File: config.mk
export PLATFORM = sky130hd
export DESIGN_NAME = queue_serializer_flat
export DESIGN_NICKNAME = d
export VERILOG_FILES = /design/src/rtl/queue_serializer_if.sv /design/src/rtl/queue_serializer.sv /design/src/flat_wrapper.sv
export SDC_FILE = /design/constraint.sdc
export NUM_CORES = 1
export LEC_CHECK = 0
export ABC_AREA = 1
export BUFFER_PORTS_ARGS = -buffer_cell sky130_fd_sc_hd__buf_2
export CAP_MARGIN = 20
export CORE_ASPECT_RATIO = 2
export CORE_MARGIN = 3
export CORE_UTILIZATION = 43
export DETAILED_ROUTE_END_ITERATION = 8
export GPL_TIMING_DRIVEN = 0
export PLACE_DENSITY = 0.65
export RECOVER_POWER = 50
export SLEW_MARGIN = 20
export SYNTH_ARGS = -nofsm -noshare
export SYNTH_HDL_FRONTEND = slang
export SYNTH_SLANG_ARGS = --single-unit
File: constraint.sdc
create_clock -name clock -period 1.9 [get_ports clock]
set_input_delay 0.475 -clock clock [delete_from_list [all_inputs] [get_ports clock]]
set_output_delay 0.475 -clock clock [all_outputs]
set_load 0.01 [all_outputs]
File: src/rtl/queue_serializer_if.sv
// queue_serializer_if: queue-side (len/data/dequeue) and sink-side (bit/valid/ready/flags) signals.
interface queue_serializer_if #(
   parameter int DATA_WIDTH = 8,
   parameter int LEN_WIDTH  = 4
);
   logic                  enable_in;
   logic [LEN_WIDTH-1:0]  len_in;
   logic [DATA_WIDTH-1:0] data_in;
   logic                  dequeue_out;
   logic                  bit_out;
   logic                  bit_valid_out;
   logic                  ready_in;
   logic                  first_bit_out;
   logic                  last_bit_out;
   logic                  busy_out;
   logic [7:0]            frames_out;
   modport master (
      output enable_in, len_in, data_in, ready_in,
      input  dequeue_out, bit_out, bit_valid_out, first_bit_out, last_bit_out, busy_out, frames_out
   );
   modport slave (
      input  enable_in, len_in, data_in, ready_in,
      output dequeue_out, bit_out, bit_valid_out, first_bit_out, last_bit_out, busy_out, frames_out
   );
endinterface

File: src/rtl/queue_serializer.sv
// queue_serializer: pops bytes from the queue head and shifts them out MSB-first over a valid/ready bit link.
module queue_serializer #(
   parameter int DATA_WIDTH = 8,
   parameter int LEN_WIDTH  = 4,
   parameter int GAP_CYCLES = 1
) (
   input logic          clock,
   input logic          reset,
   queue_serializer_if.slave q
);
   localparam int CW = (DATA_WIDTH > 1) ? $clog2(DATA_WIDTH) : 1;
   typedef enum logic [1:0] {IDLE, SHIFT, GAP} state_e;
   state_e                state_q, state_d;
   logic [DATA_WIDTH-1:0] shift_q, shift_d;
   logic [CW-1:0]         cnt_q, cnt_d;
   logic [2:0]            gap_q, gap_d;
   logic                  deq_q, deq_d;
   logic [7:0]            frames_q, frames_d;
   always_ff @(posedge clock) begin
      if (reset) begin
         state_q  <= IDLE;
         shift_q  <= '0;
         cnt_q    <= '0;
         gap_q    <= '0;
         deq_q    <= 1'b0;
         frames_q <= '0;
      end else begin
         state_q  <= state_d;
         shift_q  <= shift_d;
         cnt_q    <= cnt_d;
         gap_q    <= gap_d;
         deq_q    <= deq_d;
         frames_q <= frames_d;
      end
   end
   always_comb begin
      state_d  = state_q;
      shift_d  = shift_q;
      cnt_d    = cnt_q;
      gap_d    = gap_q;
      deq_d    = 1'b0;
      frames_d = frames_q;
      case (state_q)
         IDLE: if (q.enable_in && q.len_in != '0) begin
            state_d = SHIFT;
            shift_d = q.data_in;
            cnt_d   = CW'(DATA_WIDTH - 1);
            deq_d   = 1'b1;
         end
         SHIFT: if (q.ready_in) begin
            shift_d = shift_q << 1;
            if (cnt_q == '0) begin
               state_d  = GAP;
               frames_d = frames_q + 8'd1;
               gap_d    = 3'(GAP_CYCLES - 1);
            end else
               cnt_d = cnt_q - CW'(1);
         end
         GAP: begin
            gap_d   = (gap_q == '0) ? gap_q : gap_q - 3'd1;
            state_d = (gap_q == '0) ? IDLE : GAP;
         end
         default: state_d = IDLE;
      endcase
   end
   // Only SHIFT drives the link; flags are gated so GAP/IDLE show all zeros.
   assign q.dequeue_out   = deq_q;
   assign q.bit_valid_out = (state_q == SHIFT);
   assign q.bit_out       = q.bit_valid_out & shift_q[DATA_WIDTH-1];
   assign q.first_bit_out = q.bit_valid_out && (cnt_q == CW'(DATA_WIDTH - 1));
   assign q.last_bit_out  = q.bit_valid_out && (cnt_q == '0);
   assign q.busy_out      = (state_q != IDLE);
   assign q.frames_out    = frames_q;
endmodule

File: src/flat_wrapper.sv
// flat-port wrapper written by rule: the top's interface ports become plain ports
module queue_serializer_flat 
#(
   parameter int DATA_WIDTH = 8,
   parameter int LEN_WIDTH  = 4,
   parameter int GAP_CYCLES = 1
)
  (clock, reset, q_enable_in, q_len_in, q_data_in, q_ready_in, q_dequeue_out, q_bit_out, q_bit_valid_out, q_first_bit_out, q_last_bit_out, q_busy_out, q_frames_out);
  queue_serializer_if #(.DATA_WIDTH(DATA_WIDTH), .LEN_WIDTH(LEN_WIDTH)) q_i ();
  input logic clock;
  input logic reset;
  input wire logic [$bits(q_i.enable_in)-1:0] q_enable_in;
  input wire logic [$bits(q_i.len_in)-1:0] q_len_in;
  input wire logic [$bits(q_i.data_in)-1:0] q_data_in;
  input wire logic [$bits(q_i.ready_in)-1:0] q_ready_in;
  output wire logic [$bits(q_i.dequeue_out)-1:0] q_dequeue_out;
  output wire logic [$bits(q_i.bit_out)-1:0] q_bit_out;
  output wire logic [$bits(q_i.bit_valid_out)-1:0] q_bit_valid_out;
  output wire logic [$bits(q_i.first_bit_out)-1:0] q_first_bit_out;
  output wire logic [$bits(q_i.last_bit_out)-1:0] q_last_bit_out;
  output wire logic [$bits(q_i.busy_out)-1:0] q_busy_out;
  output wire logic [$bits(q_i.frames_out)-1:0] q_frames_out;
  assign q_i.enable_in = q_enable_in;
  assign q_i.len_in = q_len_in;
  assign q_i.data_in = q_data_in;
  assign q_i.ready_in = q_ready_in;
  assign q_dequeue_out = q_i.dequeue_out;
  assign q_bit_out = q_i.bit_out;
  assign q_bit_valid_out = q_i.bit_valid_out;
  assign q_first_bit_out = q_i.first_bit_out;
  assign q_last_bit_out = q_i.last_bit_out;
  assign q_busy_out = q_i.busy_out;
  assign q_frames_out = q_i.frames_out;
  queue_serializer #(.DATA_WIDTH(DATA_WIDTH), .LEN_WIDTH(LEN_WIDTH), .GAP_CYCLES(GAP_CYCLES)) u_core (.clock(clock), .reset(reset), .q(q_i));
endmodule
Word level (Yosys, flattened, before mapping):

Index checks and enable logic that the tools add are counted.

* register bits: 25

* $add $sub $neg: 3
* eq/ne operators: 8
* multiplexer cells: 17
* bitwise logic cells: 2
* reduce and logical (&&, ||, !) cells: 16

Operators by type and width (count)
* $mux 3: 6
* $mux 8: 2
* $pmux 8 s2: 1
* $pmux 3 s2: 2
* $reduce_and 3->1: 3
* $add 8x1->8 const B: 1
* $mux 2: 4
* $ne 2x2->1 const B: 4
* $reduce_and 4->1: 2
* $logic_not 3->1: 2
* $pmux 2 s3: 1
* $reduce_bool 2->1: 3
* $sub 3x1->3 const B: 2
* $reduce_bool 4->1: 1
* $eq 3x3->1 const B: 1
* $logic_and 1x1->1: 3
* $eq 2x1->1 const B: 1
* $eq 2x2->1 const B: 1
* $logic_not 2->1: 1
* $ne 2x1->1 const B: 1
* $reduce_or 2->1: 1
* $and 1x1->1: 1
* $mux 1: 1
* $not 1->1: 1

Longest topological paths before layout:

Gate-level depths: netlist (run 1).

* depth in word-level cells: 4
* mapped depth: 9
* gate-level depth less buffers: 9

Worst setup path after synthesis (run 1):

Ideal clock, no wire load.

* path type: register to output
* from: register u_core.state_q[1]
* to: output q_bit_out
* arrival time: 0.852 ns
* required time: 1.425 ns
* path slack: 0.573 ns
* stages on the path, launching flop included: 5
* buffers on the path: 1
* path through: dfxtp_1 -> inv_2 -> nand2_4 -> buf_4 -> nor2_1

* word-level cells in the longest chain between the ends: 2

RTL lines
* start: declaration: RTL line queue_serializer.sv:13 `state_e state_q, state_d;`
* start signal: assignment: RTL line queue_serializer.sv:28 `state_q <= state_d;`
* $eq 2x1->1: RTL line queue_serializer.sv:68 `assign q.bit_valid_out = (state_q == SHIFT);`
* $and 1x1->1: RTL line queue_serializer.sv:69 `assign q.bit_out = q.bit_valid_out & shift_q[DATA_WIDTH-1];`
* end: declaration: RTL line flat_wrapper.sv:17 `output wire logic [$bits(q_i.bit_out)-1:0] q_bit_out;`

No other way between the ends.

Worst setup path in the final report (run 1):

* from: register u_core.state_q[1]
* to: output q_bit_valid_out

* word-level cells in the longest chain between the ends: 1

RTL lines
* $eq 2x1->1: RTL line queue_serializer.sv:68
* end: declaration: RTL line flat_wrapper.sv:18 `output wire logic [$bits(q_i.bit_valid_out)-1:0] q_bit_valid_out;`

No other way between the ends.

==> flow_metrics.tcl, run 1 <==
set metrics [dict create \
    power_density_nw_per_um2 794 \
    fp.dieH_um 86.4 \
    cts_tree "done" \
    yosysWarnings 0 \
    synth-seq-cells 25 \
    postCtsSetupRepairBufs 0 \
    ir_drop_v 0.000531 \
    slew_violations 0 \
    rows 28 \
    io_pins 30 \
    fillers 339 \
    p_leak_nw 0.775 \
    cts.sinks 25 \
    nNetsFinal 262 \
    clockBufferDepth 2 \
    drt_first_pass_iters 4 \
    drc 0 \
    path_buf_inv 4 \
    placedCellCount 265 \
    wire_per_inst_um 11.7 \
    clock-root-buffer "clkbuf_8" \
    dieArea_um2 3990 \
    crit_chain "inv_4 > nand2_4 > buf_4 > inv_1 > buf_2" \
    slowest_stage "dfxtp_1" \
    grt_util_all_layers 0.179 \
    initial_core_util 0.461 \
    dp_hpwl_um 2490 \
    r2r_slack_ns 0.34 \
    cp-start-kind "flop" \
    die_w_um 46.2 \
    final.setup.tns_ns 0 \
    layout_commonest_cell "nand2_1" \
    path_max_fanout 10 \
    status "finished clean" \
    regArea_um2 500 \
    grt_max_degree 16 \
    antenna_cells 0 \
    syn_inst 207 \
    cts_made_buffers 3 \
    drive_gt1_frac 0.146 \
    vias 1338 \
    synth.net_count 229 \
    ys_types 24 \
    worstMarginPinSlew_ns 0.470 \
    ant_nets 0 \
    cp_top_family "buffers and inverters" \
    skew_ns 0.00745 \
    layout_common_cells "nand2_1, nor2_1, inv_1" \
    grt.overflow.total 0 \
    relSlewSlack 0.687 \
    avgSynthCellArea_um2 6.72 \
    rsz0062_at_grt "false" \
    hold_path_class "reg -> reg" \
    min_period_ns 1.76 \
    setup_viol 0 \
    crit_type "reg -> out" \
    drt-total-wl_um 3140 \
    cts.clk_slew.worst_paths_ns 0.09 \
    htree_levels 1 \
    max_stage_delay_ns 0.39 \
    maxCapViolCount 0 \
    multi_input_area_um2 711 \
    p_total_mw 1.26 \
    via_per_inst 4.97 \
    area_growth_pct 14.3 \
    gp_congestion 0.798 \
    cp.required_ns 1.42 \
    stdcell_count 269 \
    cp.arrival_ns 1.29 \
    synth_seq_area_share 0.360 \
    grt_pass1_vias 1272 \
    coreArea_um2 3010 \
    drtIter0Drc 14 \
    end_kind "output pin" \
    grt_pass1_wl_um 5260 \
    min_period_over_period 0.929 \
    netlist_area_um2 1390 \
    grt_antenna_before_repair 0 \
    finalHoldViolCount 0 \
    fmax_ghz 0.567 \
    port_buffers 28 \
    clk_latency_ns 0.27 \
]
timing repair:
action | in CTS | in global routing
resized for setup | 0 | 1
endpoints found under the setup margin | 0 | 2
hold buffers | 0 | 0
hold endpoints to repair | 0 | 0
cell families (layout without fill, tap and decap cells):
group | Yosys count | count (layout) | synth area share
AO/OA/AOI/OAI | 24 | 24 | 0.0990
XOR/XNOR | 1 | 1 | 0.00630
adder cells (fa/ha/maj) | 6 | 6 | 0.0540
buffers and inverters | 36 | 68 | 0.121
flip-flops | 25 | 25 | 0.360
AND/OR/NAND/NOR | 115 | 115 | 0.360
metal layers:
metal	part of all wire	wire, um	track usage	up-vias
met5	0	0	0	-
met4	0.019	59	0.0777	0
met3	0.040	125	0.0249	6
met2	0.57	1780	0.354	31
met1	0.37	1170	0.160	591
li1	-	-	-	710
cells in the mapped netlist:
cell / instances / area [um^2]
dfxtp_1: 25 / 500
nand2_4: 1 / 11.3
ha_1: 6 / 75.1
nand4_1: 1 / 6.26
clkinv_1: 1 / 3.75
buf_6: 3 / 33.8
buf_2: 2 / 10.0
a31oi_1: 1 / 6.26
xor2_1: 1 / 8.76
nand3_2: 2 / 20.0
or2_0: 2 / 12.5
nor3_2: 1 / 10.0
inv_2: 3 / 11.3
a21oi_1: 17 / 85.1
nand3_1: 21 / 105
nor2_1: 34 / 128
o21bai_4: 1 / 18.8
inv_1: 25 / 93.8
buf_4: 2 / 15.0
nand2_1: 51 / 191
nor3_1: 1 / 5.00
o21ai_0: 4 / 20.0
nor2_4: 1 / 11.3
o31ai_1: 1 / 7.51
sequential cells by signal, indices dropped and copies added, names as in the netlist:
name,cells
u_core.shift_q,8
u_core.state_q,2
u_core.q.frames_out,8
u_core.gap_q,3
u_core.q.dequeue_out,1
u_core.cnt_q,3
through the flow:
stage          hold WS [ns]  setup WS [ns]  cell area [um^2]  utilization
2_1_floorplan         0.444          0.573              1390            -
6_report              0.467          0.136              1590        0.527
4_1_cts               0.473         0.0903              1620        0.537
3_5_place_dp          0.459          0.344              1570        0.520
3_3_place_gp          0.457          0.366              1570        0.520
5_1_grt               0.483         0.0362              1590        0.527
report_power, final:
group | switching, mW | internal, mW | leakage, nW
clock | 0.175 | 0.149 | 0.0217
combinational | 0.204 | 0.129 | 0.549
sequential | 0.0342 | 0.571 | 0.205
final timing paths:
kind	endpoint	start	cells after the start
max reg2reg	u_core.shift_q[1]	u_core.state_q[0]	7
max	q_bit_valid_out	u_core.state_q[1]	5
min	u_core.gap_q[1]	u_core.gap_q[1]	2
min reg2reg	u_core.gap_q[1]	u_core.gap_q[1]	2
worst min-delay path: stages (launching register included):
cell	delay, ns
dfxtp_1	0.32
nand2_1	0.06
a21oi_1	0.05
area by class of cell:
type | count | area share
Clock buffer | 3 | 0.0260
Sequential cell | 25 | 0.315
Timing Repair Buffer | 28 | 0.0811
Clock inverter | 1 | 0.00472
Multi-Input combinational cell | 146 | 0.447
Inverter | 29 | 0.0701
Buffer | 7 | 0.0323
Tap cell | 30 | 0.0236
Note: power is estimated with default switching activity, not from simulation.
==> run 2, diff against run 1 <==
Clock period 1.9 ns to 2.1 ns, I/O delays scaled along.
==> run 2 against run 1 <==
Sequential power down 9.6%. Die area unchanged. Worst hold slack about the same. Setup slack better by 0.12 ns. First-iteration DRC count down 36%. Critical path type unchanged. Via count down 0.52%. Non-clock buffer count unchanged. Clock power down 10%. Largest cell class unchanged. Sequential share of layout area down 0.17 points. Core utilization up 0.29 points.
==> flow_metrics.tcl, run 2 (synthesized netlist as in run 1, its figures left out) <==
set metrics [dict create \
    status "finished clean" \
    r2r-end "u_core.shift_q[1]" \
    via_per_inst 4.95 \
    cts_made_buffers 3 \
    regArea_um2 500 \
    drive_gt1_frac 0.155 \
    rows 28 \
    initial_core_util 0.461 \
    final.setup.tns_ns 0 \
    ir_drop_v 0.000481 \
    drtIter0Drc 9 \
    min_to "u_core.gap_q[1]" \
    reg2reg_from "u_core.state_q[0]" \
    grt_util_all_layers 0.179 \
    layout_common_cells "nand2_1, nor2_1, inv_1" \
    die_w_um 46.2 \
    fp.dieH_um 86.4 \
    postCtsSetupRepairBufs 0 \
    skew_ns 0.00763 \
    drt-total-wl_um 3130 \
    min_period_over_period 0.880 \
    final_util 0.530 \
    ant_nets 0 \
    hold_path_class "reg -> reg" \
    reg2regPathDepth 6 \
    crit_type "reg -> out" \
    grt_pass1_vias 1272 \
    setup_viol 0 \
    end_kind "output pin" \
    pre_cts_ws_ns 0.494 \
    fmax_ghz 0.541 \
    p_leak_nw 0.779 \
    r2r_slack_ns 0.57 \
    dieArea_um2 3990 \
    cts_tree "done" \
    grt_antenna_before_repair 0 \
    area_growth_pct 14.9 \
    grt.overflow.total 0 \
    gp_congestion 0.798 \
    finalHoldViolCount 0 \
    maxCapViolCount 0 \
    antenna_cells 0 \
    rsz0062_at_grt "false" \
    cts.clk_slew.worst_paths_ns 0.09 \
    port_buffers 28 \
    min_period_ns 1.85 \
    path_max_fanout 10 \
    clockBufferDepth 2 \
    holdPathStages 2 \
    vias 1331 \
    setup_slack_ns 0.253 \
    io_pins 30 \
    nNetsFinal 262 \
    slew_violations 0 \
    coreArea_um2 3010 \
    hp-start "u_core.gap_q[1]" \
    grt_pass1_wl_um 5260 \
    grt_max_degree 16 \
    clk_latency_ns 0.27 \
    worstMarginPinSlew_ns 0.455 \
    cts.sinks 25 \
    power_density_nw_per_um2 716 \
    drc 0 \
    fillers 338 \
    multi_input_area_um2 722 \
    relSlewSlack 0.696 \
    cp-start-kind "flop" \
    wire_per_inst_um 11.6 \
    cp.required_ns 1.57 \
    layout_commonest_cell "nand2_1" \
    clock-root-buffer "clkbuf_8" \
    post_cts_resized 0 \
    cp.arrival_ns 1.32 \
    drt_first_pass_iters 4 \
    postCtsHoldBufs 0 \
    dp_hpwl_um 2490 \
    htree_levels 1 \
]
==> run 2: power by group <==
part           leakage (nW)  switching [mW]  internal [mW]
sequential            0.205          0.0307          0.516
clock                0.0217           0.157          0.134
combinational         0.552           0.187          0.119
==> run 2: worst max-delay path by stage <==
| stage | cells after the start | start | slack [ns] | to |
|---|---|---|---|---|
| 5_1_grt | 5 | u_core.state_q[1] | 0.13 | q_bit_valid_out |
| 2_1_floorplan | 4 | u_core.state_q[1] | 0.72 | q_bit_out |
| 4_1_cts | 5 | u_core.state_q[1] | 0.24 | q_bit_valid_out |
| 3_3_place_gp | 8 | q_len_in[3] | 0.52 | u_core.shift_q[6] |
| 3_5_place_dp | 8 | q_len_in[3] | 0.49 | u_core.shift_q[0] |
| 6_report | 5 | u_core.state_q[1] | 0.25 | q_bit_valid_out |
==> run 2: cell type report <==
type | count | share of cell area
Buffer | 7 | 0.0321
Clock inverter | 1 | 0.00470
Clock buffer | 3 | 0.0258
Inverter | 29 | 0.0681
Tap cell | 30 | 0.0235
Multi-Input combinational cell | 146 | 0.452
Sequential cell | 25 | 0.313
Timing Repair Buffer | 28 | 0.0807
==> run 2: metrics by stage <==
stage	instances	total power [mW]	hold slack, ns	area [um^2]
2_1_floorplan	207	0.789	0.444	1390
3_3_place_gp	265	0.868	0.457	1570
3_5_place_dp	265	0.873	0.459	1570
4_1_cts	269	1.18	0.473	1620
5_1_grt	269	1.23	0.503	1600
6_report	269	1.14	0.468	1600
==> run 2: per-layer routing <==
layer / track usage / vias up / share of wire
met2: 0.354 / 29 / 0.57
met3: 0.0249 / 4 / 0.039
li1: - / 711 / -
met5: 0 / - / 0
met4: 0.0777 / 0 / 0.015
met1: 0.160 / 587 / 0.37
==> run 2: critical path, cell delays in order, from the launching register on <==
cell and delay (ns):
dfxtp_1 0.34, inv_2 0.17, nand2_4 0.11, buf_4 0.20, inv_1 0.09, buf_2 0.14
